<file path="config.mk">
export PLATFORM = sky130hd
export DESIGN_NAME = fht_but_pipe_flat
export DESIGN_NICKNAME = d
export VERILOG_FILES = /design/src/rtl/fht_but_pipe_if.sv /design/src/rtl/fht_but_pipe.sv /design/src/flat_wrapper.sv
export SDC_FILE = /design/constraint.sdc
export NUM_CORES = 1
export LEC_CHECK = 0
export ABC_AREA = 1
export BUFFER_PORTS_ARGS = -buffer_cell sky130_fd_sc_hd__buf_2
export CAP_MARGIN = 20
export CORE_ASPECT_RATIO = 0.9
export CORE_MARGIN = 8
export CORE_UTILIZATION = 45
export DETAILED_ROUTE_END_ITERATION = 8
export PLACE_DENSITY = 0.66
export SYNTH_ARGS = -nofsm -noshare
export SYNTH_HDL_FRONTEND = slang
export SYNTH_SLANG_ARGS = --single-unit
</file>
<file path="constraint.sdc">
create_clock -name iCLK -period 6.8 [get_ports iCLK]
set_input_delay 0.68 -clock iCLK [delete_from_list [all_inputs] [get_ports iCLK]]
set_output_delay 0.68 -clock iCLK [all_outputs]
set_load 0.01 [all_outputs]
</file>
<file path="src/rtl/fht_but_pipe_if.sv">
// fht_but_pipe_if : sample/handshake bundle for the pipelined FHT butterfly.
//   master : drives samples, coefficients and control, receives results
//   slave  : the butterfly itself
//   iVALID/iSTALL/iSCALE/iCLR_CNT - control, iX_0..2 - data, iSIN/iCOS - coeffs
//   oY_0/oY_1 - results, oVALID/oOVF - status, oOVF_CNT - saturation count
interface fht_but_pipe_if #(
  parameter int D_BIT   = 17,
  parameter int W_BIT   = 12,
  parameter int CNT_BIT = 16
);
  logic                    iVALID;
  logic                    iSTALL;
  logic                    iSCALE;
  logic                    iCLR_CNT;
  logic signed [D_BIT-1:0] iX_0;
  logic signed [D_BIT-1:0] iX_1;
  logic signed [D_BIT-1:0] iX_2;
  logic signed [W_BIT-1:0] iSIN;
  logic signed [W_BIT-1:0] iCOS;
  logic signed [D_BIT-1:0] oY_0;
  logic signed [D_BIT-1:0] oY_1;
  logic                    oVALID;
  logic                    oOVF;
  logic [CNT_BIT-1:0]      oOVF_CNT;

  modport master (
    output iVALID, iSTALL, iSCALE, iCLR_CNT, iX_0, iX_1, iX_2, iSIN, iCOS,
    input  oY_0, oY_1, oVALID, oOVF, oOVF_CNT
  );

  modport slave (
    input  iVALID, iSTALL, iSCALE, iCLR_CNT, iX_0, iX_1, iX_2, iSIN, iCOS,
    output oY_0, oY_1, oVALID, oOVF, oOVF_CNT
  );
endinterface

</file>
<file path="src/rtl/fht_but_pipe.sv">
// fht_but_pipe : 3-stage 2-point FHT butterfly, y0/y1 = x0 +/- (cos*x1 + sin*x2),
// with round-half-up rotation, optional /2 scaling and output saturation.
//   iCLK   - clock
//   iRESET - synchronous, active-low reset
//   bus    - fht_but_pipe_if slave (samples, coefficients, control, results)
module fht_but_pipe #(
  parameter int D_BIT   = 17,
  parameter int W_BIT   = 12,
  parameter int CNT_BIT = 16
) (
  input logic          iCLK,
  input logic          iRESET,
  fht_but_pipe_if.slave bus
);
  localparam int PW = D_BIT + W_BIT + 1;  // full-precision product sum
  localparam int TW = D_BIT + 3;          // rotated term
  localparam int SW = D_BIT + 4;          // combine width, never overflows

  localparam logic signed [PW-1:0]    RND     = {{(PW-1){1'b0}}, 1'b1} << (W_BIT-3);
  localparam logic signed [D_BIT-1:0] Y_MAX_D = {1'b0, {(D_BIT-1){1'b1}}};
  localparam logic signed [D_BIT-1:0] Y_MIN_D = {1'b1, {(D_BIT-1){1'b0}}};
  localparam logic signed [SW-1:0]    Y_MAX   = SW'(Y_MAX_D);
  localparam logic signed [SW-1:0]    Y_MIN   = SW'(Y_MIN_D);

  // S1
  logic                    r1_vld, r1_scale;
  logic signed [D_BIT-1:0] r1_x0;
  logic signed [PW-1:0]    r1_p;
  // S2
  logic                    r2_vld, r2_scale;
  logic signed [D_BIT-1:0] r2_x0;
  logic signed [TW-1:0]    r2_t;
  // S3 / outputs
  logic                    r_vld, r_ovf;
  logic signed [D_BIT-1:0] r_y0, r_y1;
  logic [CNT_BIT-1:0]      r_cnt;

  logic signed [PW-1:0]    w_p;
  logic signed [TW-1:0]    w_t;
  logic signed [SW-1:0]    w_s0, w_s1, w_a0, w_a1;
  logic signed [D_BIT-1:0] w_y0, w_y1;
  logic                    w_ov0, w_ov1, w_sat;

  assign w_p = PW'(bus.iCOS) * PW'(bus.iX_1) + PW'(bus.iSIN) * PW'(bus.iX_2);
  // Arithmetic shift of the biased sum gives floor((p + half) / unity).
  assign w_t = TW'((r1_p + RND) >>> (W_BIT-2));

  always_comb begin
    w_s0 = SW'(r2_x0) + SW'(r2_t);
    w_s1 = SW'(r2_x0) - SW'(r2_t);
    w_a0 = w_s0;
    w_a1 = w_s1;
    if (r2_scale) begin
      w_a0 = (w_s0 + SW'(1)) >>> 1;
      w_a1 = (w_s1 + SW'(1)) >>> 1;
    end
    w_ov0 = 1'b0;
    w_ov1 = 1'b0;
    if (w_a0 > Y_MAX) begin
      w_y0 = Y_MAX_D; w_ov0 = 1'b1;
    end else if (w_a0 < Y_MIN) begin
      w_y0 = Y_MIN_D; w_ov0 = 1'b1;
    end else begin
      w_y0 = D_BIT'(w_a0);
    end
    if (w_a1 > Y_MAX) begin
      w_y1 = Y_MAX_D; w_ov1 = 1'b1;
    end else if (w_a1 < Y_MIN) begin
      w_y1 = Y_MIN_D; w_ov1 = 1'b1;
    end else begin
      w_y1 = D_BIT'(w_a1);
    end
    w_sat = r2_vld & (w_ov0 | w_ov1);
  end

  always_ff @(posedge iCLK) begin
    if (!iRESET) begin
      r1_vld <= 1'b0; r1_scale <= 1'b0; r1_x0 <= '0; r1_p <= '0;
      r2_vld <= 1'b0; r2_scale <= 1'b0; r2_x0 <= '0; r2_t <= '0;
      r_vld  <= 1'b0; r_ovf    <= 1'b0; r_y0  <= '0; r_y1 <= '0;
      r_cnt  <= '0;
    end else begin
      if (!bus.iSTALL) begin
        r1_vld   <= bus.iVALID;
        r1_scale <= bus.iSCALE;
        r1_x0    <= bus.iX_0;
        r1_p     <= w_p;
        r2_vld   <= r1_vld;
        r2_scale <= r1_scale;
        r2_x0    <= r1_x0;
        r2_t     <= w_t;
        r_vld    <= r2_vld;
        r_ovf    <= w_sat;
        r_y0     <= w_y0;
        r_y1     <= w_y1;
      end
      // Clear wins over increment and is honoured during stall.
      if (bus.iCLR_CNT)
        r_cnt <= '0;
      else if (!bus.iSTALL && w_sat && (r_cnt != {CNT_BIT{1'b1}}))
        r_cnt <= r_cnt + CNT_BIT'(1);
    end
  end

  assign bus.oY_0     = r_y0;
  assign bus.oY_1     = r_y1;
  assign bus.oVALID   = r_vld;
  assign bus.oOVF     = r_ovf;
  assign bus.oOVF_CNT = r_cnt;
endmodule

</file>
<file path="src/flat_wrapper.sv">
// flat-port wrapper written by rule: the top's interface ports become plain ports
module fht_but_pipe_flat 
#(
  parameter int D_BIT   = 17,
  parameter int W_BIT   = 12,
  parameter int CNT_BIT = 16
)
  (iCLK, iRESET, bus_iVALID, bus_iSTALL, bus_iSCALE, bus_iCLR_CNT, bus_iX_0, bus_iX_1, bus_iX_2, bus_iSIN, bus_iCOS, bus_oY_0, bus_oY_1, bus_oVALID, bus_oOVF, bus_oOVF_CNT);
  fht_but_pipe_if #(.D_BIT(D_BIT), .W_BIT(W_BIT), .CNT_BIT(CNT_BIT)) bus_i ();
  input logic iCLK;
  input logic iRESET;
  input wire logic [$bits(bus_i.iVALID)-1:0] bus_iVALID;
  input wire logic [$bits(bus_i.iSTALL)-1:0] bus_iSTALL;
  input wire logic [$bits(bus_i.iSCALE)-1:0] bus_iSCALE;
  input wire logic [$bits(bus_i.iCLR_CNT)-1:0] bus_iCLR_CNT;
  input wire logic [$bits(bus_i.iX_0)-1:0] bus_iX_0;
  input wire logic [$bits(bus_i.iX_1)-1:0] bus_iX_1;
  input wire logic [$bits(bus_i.iX_2)-1:0] bus_iX_2;
  input wire logic [$bits(bus_i.iSIN)-1:0] bus_iSIN;
  input wire logic [$bits(bus_i.iCOS)-1:0] bus_iCOS;
  output wire logic [$bits(bus_i.oY_0)-1:0] bus_oY_0;
  output wire logic [$bits(bus_i.oY_1)-1:0] bus_oY_1;
  output wire logic [$bits(bus_i.oVALID)-1:0] bus_oVALID;
  output wire logic [$bits(bus_i.oOVF)-1:0] bus_oOVF;
  output wire logic [$bits(bus_i.oOVF_CNT)-1:0] bus_oOVF_CNT;
  assign bus_i.iVALID = bus_iVALID;
  assign bus_i.iSTALL = bus_iSTALL;
  assign bus_i.iSCALE = bus_iSCALE;
  assign bus_i.iCLR_CNT = bus_iCLR_CNT;
  assign bus_i.iX_0 = bus_iX_0;
  assign bus_i.iX_1 = bus_iX_1;
  assign bus_i.iX_2 = bus_iX_2;
  assign bus_i.iSIN = bus_iSIN;
  assign bus_i.iCOS = bus_iCOS;
  assign bus_oY_0 = bus_i.oY_0;
  assign bus_oY_1 = bus_i.oY_1;
  assign bus_oVALID = bus_i.oVALID;
  assign bus_oOVF = bus_i.oOVF;
  assign bus_oOVF_CNT = bus_i.oOVF_CNT;
  fht_but_pipe #(.D_BIT(D_BIT), .W_BIT(W_BIT), .CNT_BIT(CNT_BIT)) u_core (.iCLK(iCLK), .iRESET(iRESET), .bus(bus_i));
endmodule
</file>
==> impl_results.md, run 1 <==
- Outcome: completed
- CTS tree: yes
- Slowest-stage cell, CP: fa_1
- Fillers: 5574
- Crit path largest cell delay: 570 ps
- Post-CTS Setup Inserts: 0
- Crit path DAT: 6820 ps
- Post-Synthesis Cells: 3551
- Row count: 82
- Top Ports: 133
- Req. time, crit path: 7120 ps
- Die W: 266 um
- Worst-Skew Late Latency: 430 ps
- CP Class: input pin to flip-flop
- Post-synth EDFFs: 0
- Detailed Route WL: 65.4 mm
- Syn Area/Cell: 7.15 um^2
- Endpoints failing hold: 0
- Startpoint types: input pin
- Antenna violations before repair: 0
- Final count of pins violating max slew: 0
- Detail Route Antenna Nets: 0
- Vias per cell: 4.90
- Fmax: 154 MHz
- FF/Latch Area: 2620 um^2
- Die H: 241 um
- Top fanout value on the critical path: 5
- DRT iter0 DRCs: 1394
- Yosys cell types: 55
- Async S/R FF share, synth: 0%
- Final Skew: 16.6 ps
- Final period utilization: 95.5%
- Detailed placement HPWL: 54.9 mm
- Path category of the worst min-delay check: flip-flop to flip-flop
- Synthesized area: 25400 um^2
- RePlAce Congestion: 0.937
- # hold bufs at CTS: 0
- CP endpoint kind: flip-flop
- Multi-input logic area: 19100 um^2
- Clk sinks: 131
- Synthesis-to-finish area growth: 13.6%
- Floorplan core area: 55700 um^2
- Vias in the first global route: 22400
- Die area: 64300 um^2
- DRC viols: 0
- Antenna diodes: 0
- YS warnings: 0
- Vias: 22200
- Most used DFF post-synth: dfxtp_1
- Clk buf depth: 2
- Initial DRT Pass Iterations: 6
- Drt wl/cell: 14.4 um
- Total track usage: 20.8%
- Largest net degree at the start of global routing: 97
- Finish-stage setup viols: 0
- CTS buffer count: 17
- Register area share after synthesis: 10.3%
- Worst-Margin Slew: 1020 ps
- Synth Net Count: 4204
- Final min period: 6490 ps
- Area of placed instances: 28100 um^2
- Layout cell share with drive strength beyond 1: 13.8%
- Layout net count: 4424
- Design Area, Final: 28800 um^2
- Total grt overflow: 0
- H-tree lvl count: 4
- Initial Util: 45.6%
- Worst-path clk slew: 70 ps
- Count of input and output buffers: 132
- Cell repeated most along the worst path: inv_1
- First-pass GRT wire length: 111 mm
- Clk root buf: clkbuf_16
- Synth Register Bits: 131
- Max-cap violations: 0
- Worst rel slew slack: 31.8%
- RSZ-0062 raised after global routing: true
per-stage QoR:
step           setup WS, ps  instances  hold WS, ps  utilization, %  setup TNS, ps
3_5_place_dp           -260       4508          458            50.4          -1570
2_1_floorplan         0.548       3551          449               -              0
4_1_cts                 177       4540          470            51.5              0
3_3_place_gp           -183       4508          454            50.4           -893
6_report                307       4540          468            51.8              0
5_1_grt               -81.4       4540          495            51.8           -252
cells by family (layout without fill, tap and decap cells):
group | Yosys count | after routing | synth area share, %
and+or+nand+nor | 1282 | 1282 | 21.1
AOI/OAI and AO/OA | 428 | 428 | 9.53
adders and majority gates | 572 | 572 | 39.4
buffers and inverters | 1009 | 1242 | 15.2
xor gates and xnor gates | 129 | 129 | 4.51
DFF | 131 | 131 | 10.3
timing repair:
item | CTS | global route
endpoints found under the setup margin | 0 | 9
endpoints found under the hold margin | 0 | 0
gates resized for setup | 0 | 44
cell type report:
class,count,area share [%]
clock buffer,18,1.52
clock inverter,14,0.573
inverter,862,11.2
multi-input combinational,2411,66.2
sequential,131,9.09
tap,756,3.28
timing repair buffer,348,8.12
synthesized netlist by cell type, drive strengths merged (11+ instances only):
cell type	n	area, um^2
a21oi	181	970
o211ai	27	203
xor2	90	803
nor3	24	125
clkbuf	122	459
nand3	117	621
inv	858	3220
buf	25	153
nor2	238	988
a31oi	12	75.1
xnor2	39	342
ha	194	2430
fa	378	7570
a21boi	11	82.6
nand2	841	3220
dfxtp	131	2620
nand4	41	263
o21ai	160	805
worst paths after layout:
path | endpoint | slack [ps] | startpoint | depth (start not counted)
min reg2reg | u_core.bus.oVALID$_SDFFE_PN0N_ | 470 | u_core.bus.oVALID$_SDFFE_PN0N_ | 2
max reg2reg | u_core.bus.oY_1[4]$_SDFFE_PN0N_ | 2670 | u_core.r2_t[0]$_SDFFE_PN0N_ | 19
max | u_core.r1_p[29]$_SDFFE_PN0N_ | 310 | bus_iX_2[7] | 32
min | u_core.bus.oVALID$_SDFFE_PN0N_ | 470 | u_core.bus.oVALID$_SDFFE_PN0N_ | 2
sequential cells by signal, summed over array words and instances (netlist names):
register / cells
u_core.bus.oOVF: 1
u_core.bus.oOVF_CNT: 16
u_core.bus.oVALID: 1
u_core.bus.oY_0: 17
u_core.bus.oY_1: 17
u_core.r1_p: 21
u_core.r1_scale: 1
u_core.r1_vld: 1
u_core.r1_x0: 17
u_core.r2_scale: 1
u_core.r2_t: 20
u_core.r2_vld: 1
u_core.r2_x0: 17
worst max-delay path, delay by kind of cell:
| family | cells | cell delay (ps) |
|---|---|---|
| AO/OA/AOI/OAI | 12 | 1650 |
| XOR/XNOR | 2 | 290 |
| buffers and inverters | 7 | 490 |
| adder cells (fa/ha/maj) | 7 | 3150 |
| AND/OR/NAND/NOR | 4 | 540 |
routing by layer:
metal	wire length [um]	up-vias	global-route usage (%)
met3	2870	113	1.76
met1	29600	10500	27.8
met2	31300	527	36.1
met5	0	-	0
li1	-	11100	-
met4	1680	0	5.48
cells in the final DEF, fill, tap and decap left out, types with 4 or more instances in the layout:
cell type    n
inv_1      837
nand2_1    816
fa_1       377
buf_4      215
nor2_1     212
ha_1       190
a21oi_1    159
o21ai_0    144
dfxtp_1    131
buf_2      120
nand3_1    113
xor2_1      88
nand4_1     40
xnor2_1     39
o211ai_1    27
nand2_2     23
nor2_2      23
inv_2       22
a21oi_2     21
nor3_1      21
clkbuf_16   17
a31oi_1     10
clkbuf_4    10
or2_2        9
o21ai_2      9
o21bai_1     8
o22ai_1      8
o21ai_1      7
o221ai_1     6
a21boi_1     5
inv_6        5
a21boi_2     4
o21a_1       4
nor4_1       4
and2_1       4
a211oi_1     4
ha_4         4
clkinv_4     4
Power of run 1 is left out: the tool's default activity adds up to more than one toggle a clock period on the data nets, which glitch-free logic cannot reach.
==> run 2, diff against run 1 <==
GPL_ROUTABILITY_DRIVEN = 0   (was unset)
PLACE_DENSITY = 0.64   (was 0.66)
clock period = 7.37 ns   (was 6.8 ns; I/O delays follow)
==> impl_results.md, run 2 (synthesis gave the netlist of run 1 again) <==
- Final min period: 6850 ps
- Layout cell share with drive strength beyond 1: 11.7% (-2.0 points)
- # hold bufs at CTS: 0 (unchanged)
- Row count: 82 (unchanged)
- Vias: 21800 (-2.0%)
- Antenna diodes: 0 (unchanged)
- Total track usage: 21.1% (+0.36 points)
- Antenna violations before repair: 0 (unchanged)
- Most frequent cells in the layout: 837 x inv_1, 818 x nand2_1, 378 x fa_1
- Clk sinks: 131 (unchanged)
- Largest net degree at the start of global routing: 83 (-14%)
- Reg with most FFs: u_core.r1_p
- DRC viols: 0 (unchanged)
- Slowest-stage cell, CP: fa_1
- CTS tree: yes
- First-pass GRT wire length: 111 mm (+0.57%)
- Register-to-register setup slack: 3310 ps (+640 ps)
- Final period utilization: 93.0%
- Count of input and output buffers: 132 (unchanged)
- Detail Route Antenna Nets: 0 (unchanged)
- Die area: 64300 um^2 (unchanged)
- Worst-path clk slew: 70 ps (about the same)
- Top fanout value on the critical path: 4 (-1)
- Crit path DAT: 7190 ps (+370 ps)
- Worst-Margin Slew: 942 ps (-80.7 ps)
- Floorplan core area: 55700 um^2 (unchanged)
- Worst rel slew slack: 37.2% (+5.4 points)
- Die H: 241 um (unchanged)
- Most common cell after layout, fill and taps aside: inv_1
- Total grt overflow: 0 (unchanged)
- Outcome: completed
- Detailed Route WL: 65.6 mm (+0.19%)
- Setup ws final: 517 ps (+210 ps)
- Largest regs: u_core.r1_p: 21 flops, u_core.r2_t: 20 flops
- H-tree lvl count: 4 (unchanged)
- Die W: 266 um (unchanged)
- Path category of the worst min-delay check: flip-flop to flip-flop
- Top Ports: 133 (unchanged)
- PostCTS Resize Cnt: 0 (unchanged)
- Final Skew: 18.1 ps (+1.51 ps)
- Startpoint types: input pin
- Clk buf depth: 2 (unchanged)
- Fmax: 146 MHz
- Placed Cells: 4456 (-1.2%)
- Initial Util: 45.6% (unchanged)
- Final count of pins violating max slew: 0 (unchanged)
- Endpoints failing hold: 0 (unchanged)
- CP endpoint kind: flip-flop
- WHS Path Cells: 2 (unchanged)
- Crit path largest cell delay: 570 ps (about the same)
- Vias per cell: 4.86 (-0.86%)
- Drt wl/cell: 14.6 um (+1.4%)
- Pre-CTS WS: -187 ps (+72.6 ps)
- Layout net count: 4372 (-1.2%)
- Initial DRT Pass Iterations: 5 (-1)
- Finish-stage setup viols: 0 (unchanged)
- CP Class: input pin to flip-flop
- Layout Utilization: 50.7% (-1.1 points)
- Flip-flop count of the largest register after layout: 21 (unchanged)
- Reg2Reg Depth: 20 (+1)
- Worst-Skew Late Latency: 450 ps (+20 ps)
- Max-cap violations: 0 (unchanged)
- Non-Filler Instances: 4488 (-1.1%)
- Req. time, crit path: 7700 ps (+580 ps)
- CTS buffer count: 17 (unchanged)
- Clk root buf: clkbuf_16
- Detailed placement HPWL: 55.3 mm (+0.69%)
- Fillers: 5597 (+0.41%)
- DRT iter0 DRCs: 1364 (-2.2%)
- Post-CTS Setup Inserts: 0 (unchanged)
- Synthesis-to-finish area growth: 11.2%
- Vias in the first global route: 22300 (-0.26%)
## run 2: through the flow
| stage | cell area (um^2) | TNS (ps) | hold slack (ps) |
|---|---|---|---|
| floorplan | 25400 | 0 | 449 |
| global placement | 27600 | -69.6 | 459 |
| detailed placement | 27600 | -353 | 458 |
| CTS | 28200 | 0 | 468 |
| global route | 28200 | -39.2 | 502 |
| finish | 28200 | 0 | 471 |
## run 2: final cells by class
| cell class | instances | area, um^2 | area share [%] |
|---|---|---|---|
| Inverter | 862 | 3240 | 11.5 |
| Multi-Input combinational cell | 2411 | 18900 | 67.0 |
| Tap cell | 756 | 946 | 3.35 |
| Sequential cell | 131 | 2620 | 9.29 |
| Clock inverter | 14 | 165 | 0.585 |
| Clock buffer | 18 | 439 | 1.56 |
| Timing Repair Buffer | 296 | 1900 | 6.73 |
## run 2: worst paths after layout
check,from,to
max,bus_iX_1[0],u_core.r1_p[26]$_SDFFE_PN0N_
min,u_core.bus.oOVF$_SDFFE_PN0N_,u_core.bus.oOVF$_SDFFE_PN0N_
max reg2reg,u_core.r2_x0[0]$_SDFFE_PN0N_,u_core.bus.oY_1[10]$_SDFFE_PN0N_
min reg2reg,u_core.bus.oOVF$_SDFFE_PN0N_,u_core.bus.oOVF$_SDFFE_PN0N_
## run 2: worst max-delay path, delay by kind of cell
family          cells  cell delay, ps
simple gates        9            1380
xor+xnor            2             310
buf+inv             7             530
compound gates      7             900
fa+ha+maj           7            3340
## run 2: per-layer routing
layer | wire, um | global-route usage (%) | share of wire, %
met5 | 0 | 0 | 0
met3 | 2810 | 1.94 | 4.3
met2 | 31000 | 36.1 | 47
met4 | 1090 | 4.51 | 1.7
met1 | 30700 | 29.1 | 47
Power of run 2 is left out for the same reason.
==> run 3, diff against run 2 <==
CORE_UTILIZATION = 35   (was 45)
CTS_BUF_LIST = sky130_fd_sc_hd__clkbuf_16   (was unset)
PLACE_DENSITY = 0.53   (was 0.64)
==> impl_results.md, run 3 (synthesis gave the netlist of run 1 again) <==
- CP endpoint kind: flip-flop
- Finish-stage setup viols: 0 (unchanged)
- DRC viols: 0 (unchanged)
- Clk root buf: clkbuf_16
- Die W: 300 um (+13%)
- Crit path DAT: 7210 ps (+20 ps)
- Detailed Route WL: 70.4 mm (+7.3%)
- H-tree lvl count: 4 (unchanged)
- Vias: 21800 (+0.18%)
- Final period utilization: 93.8% (+0.85 points)
- Largest regs: u_core.r1_p: 21 flops, u_core.r2_t: 20 flops
- Delay-heaviest family, CP: adder cells
- RSZ-0062 raised after global routing: false
- CTS tree: yes
- Reg with most FFs: u_core.r1_p
- Antenna violations before repair: 2 (+2)
- Path category of the worst min-delay check: flip-flop to flip-flop
- DRT iter0 DRCs: 1448 (+6.2%)
- Worst rel slew slack: 33.1% (-4.1 points)
- Most common cell after layout, fill and taps aside: inv_1
- Clk buf depth: 2 (unchanged)
- Final min period: 6920 ps (+63.0 ps)
- Worst-Margin Slew: 1000 ps (+61.4 ps)
- Fmax: 145 MHz (-0.91%)
- CP Class: input pin to flip-flop
- Endpoints failing hold: 0 (unchanged)
- Worst-path clk slew: 70 ps (about the same)
- Initial Util: 35.4% (-10 points)
- Vias per cell: 4.65 (-4.2%)
- Die area: 81400 um^2 (+27%)
- Count of input and output buffers: 132 (unchanged)
- Floorplan core area: 71700 um^2 (+29%)
- Synthesis-to-finish area growth: 12.9%
- Max-cap violations: 0 (unchanged)
- Layout Utilization: 40.0% (-11 points)
- Initial DRT Pass Iterations: 6 (+1)
- Multi-input logic area: 18900 um^2 (about the same)
- Drt wl/cell: 15.0 um (+2.6%)
- CTS buffer count: 17 (unchanged)
- Slowest-stage cell, CP: fa_1
- Startpoint types: input pin
- Most frequent cells in the layout: 837 x inv_1, 818 x nand2_1, 378 x fa_1
- Layout net count: 4382 (+0.23%)
- Detailed placement HPWL: 59.6 mm (+7.7%)
- Clk sinks: 131 (unchanged)
- Req. time, crit path: 7660 ps (-40 ps)
- FF/Latch Area: 2620 um^2 (unchanged)
- Fillers: 7767 (+39%)
- Crit path largest cell delay: 540 ps (-30 ps)
- Worst-Skew Late Latency: 440 ps (about the same)
- Layout cell share with drive strength beyond 1: 12.0% (+0.24 points)
- Total track usage: 17.5% (-3.7 points)
- Flip-flop count of the largest register after layout: 21 (unchanged)
- First-pass GRT wire length: 117 mm (+4.7%)
- Die H: 271 um (+13%)
- CP bufs+invs: 8 (+1)
- Final Skew: 16.5 ps (-1.69 ps)
- Top Ports: 133 (unchanged)
- Top fanout value on the critical path: 8 (+4)
- Final count of pins violating max slew: 0 (unchanged)
- # hold bufs at CTS: 0 (unchanged)
- Largest net degree at the start of global routing: 97 (+17%)
- Detail Route Antenna Nets: 0 (unchanged)
- Total grt overflow: 0 (unchanged)
- Outcome: completed
- Vias in the first global route: 22300 (-0.13%)
- Row count: 93 (+13%)
-- run 3: stage by stage --
stage	instance area [um^2]	hold WS (ps)	setup TNS (ps)	worst slack [ps]	cells
after global routing	28700	496	0	13.2	4694
after floorplan	25400	449	0	16.0	3551
after detailed placement	28000	460	-632	-153	4659
final	28700	466	0	454	4694
after CTS	28600	470	0	317	4691
after global placement	28000	457	-244	-96.3	4659
-- run 3: worst register-to-register path, delay by kind of cell, from the launching register on --
kind                       cells  cell delay (ps)
buffers and inverters          3              250
DFF                            1              360
and+or+nand+nor               19             2770
AOI/OAI and AO/OA              1               70
adders and majority gates      2              580
-- run 3: final cells by class --
class | instances | area share (%)
clock buffer | 17 | 1.48
timing repair buffer | 306 | 7.16
inverter | 862 | 11.3
antenna | 2 | 0.0175
tap | 950 | 4.15
multi-input combinational | 2411 | 66.1
clock inverter | 15 | 0.681
sequential | 131 | 9.15
-- run 3: path summary, 6_finish.rpt --
path,startpoint,endpoint,slack (ps),cells past startpoint
max reg2reg,u_core.r2_t[0]$_SDFFE_PN0N_,u_core.bus.oOVF_CNT[15]$_SDFFE_PP0P_,3220,25
min reg2reg,u_core.bus.oOVF$_SDFFE_PN0N_,u_core.bus.oOVF$_SDFFE_PN0N_,470,2
max,bus_iX_1[4],u_core.r1_p[28]$_SDFFE_PN0N_,450,33
min,u_core.bus.oOVF$_SDFFE_PN0N_,u_core.bus.oOVF$_SDFFE_PN0N_,470,2
-- run 3: routing by layer --
layer / wire [um] / global-route usage (%) / part of all wire, % / vias up
li1: - / - / - / 11000
met1: 31400 / 22.8 / 45 / 10400
met2: 35000 / 31.0 / 50 / 376
met3: 2650 / 1.73 / 3.8 / 64
met4: 1330 / 3.86 / 1.9 / 0
met5: 0 / 0 / 0 / -
-- run 3: timing repair --
item                                    CTS  global route
endpoints found under the setup margin    0             6
resized for setup                         0            18
buffers inserted                          0             1
Power of run 3 is left out for the same reason.
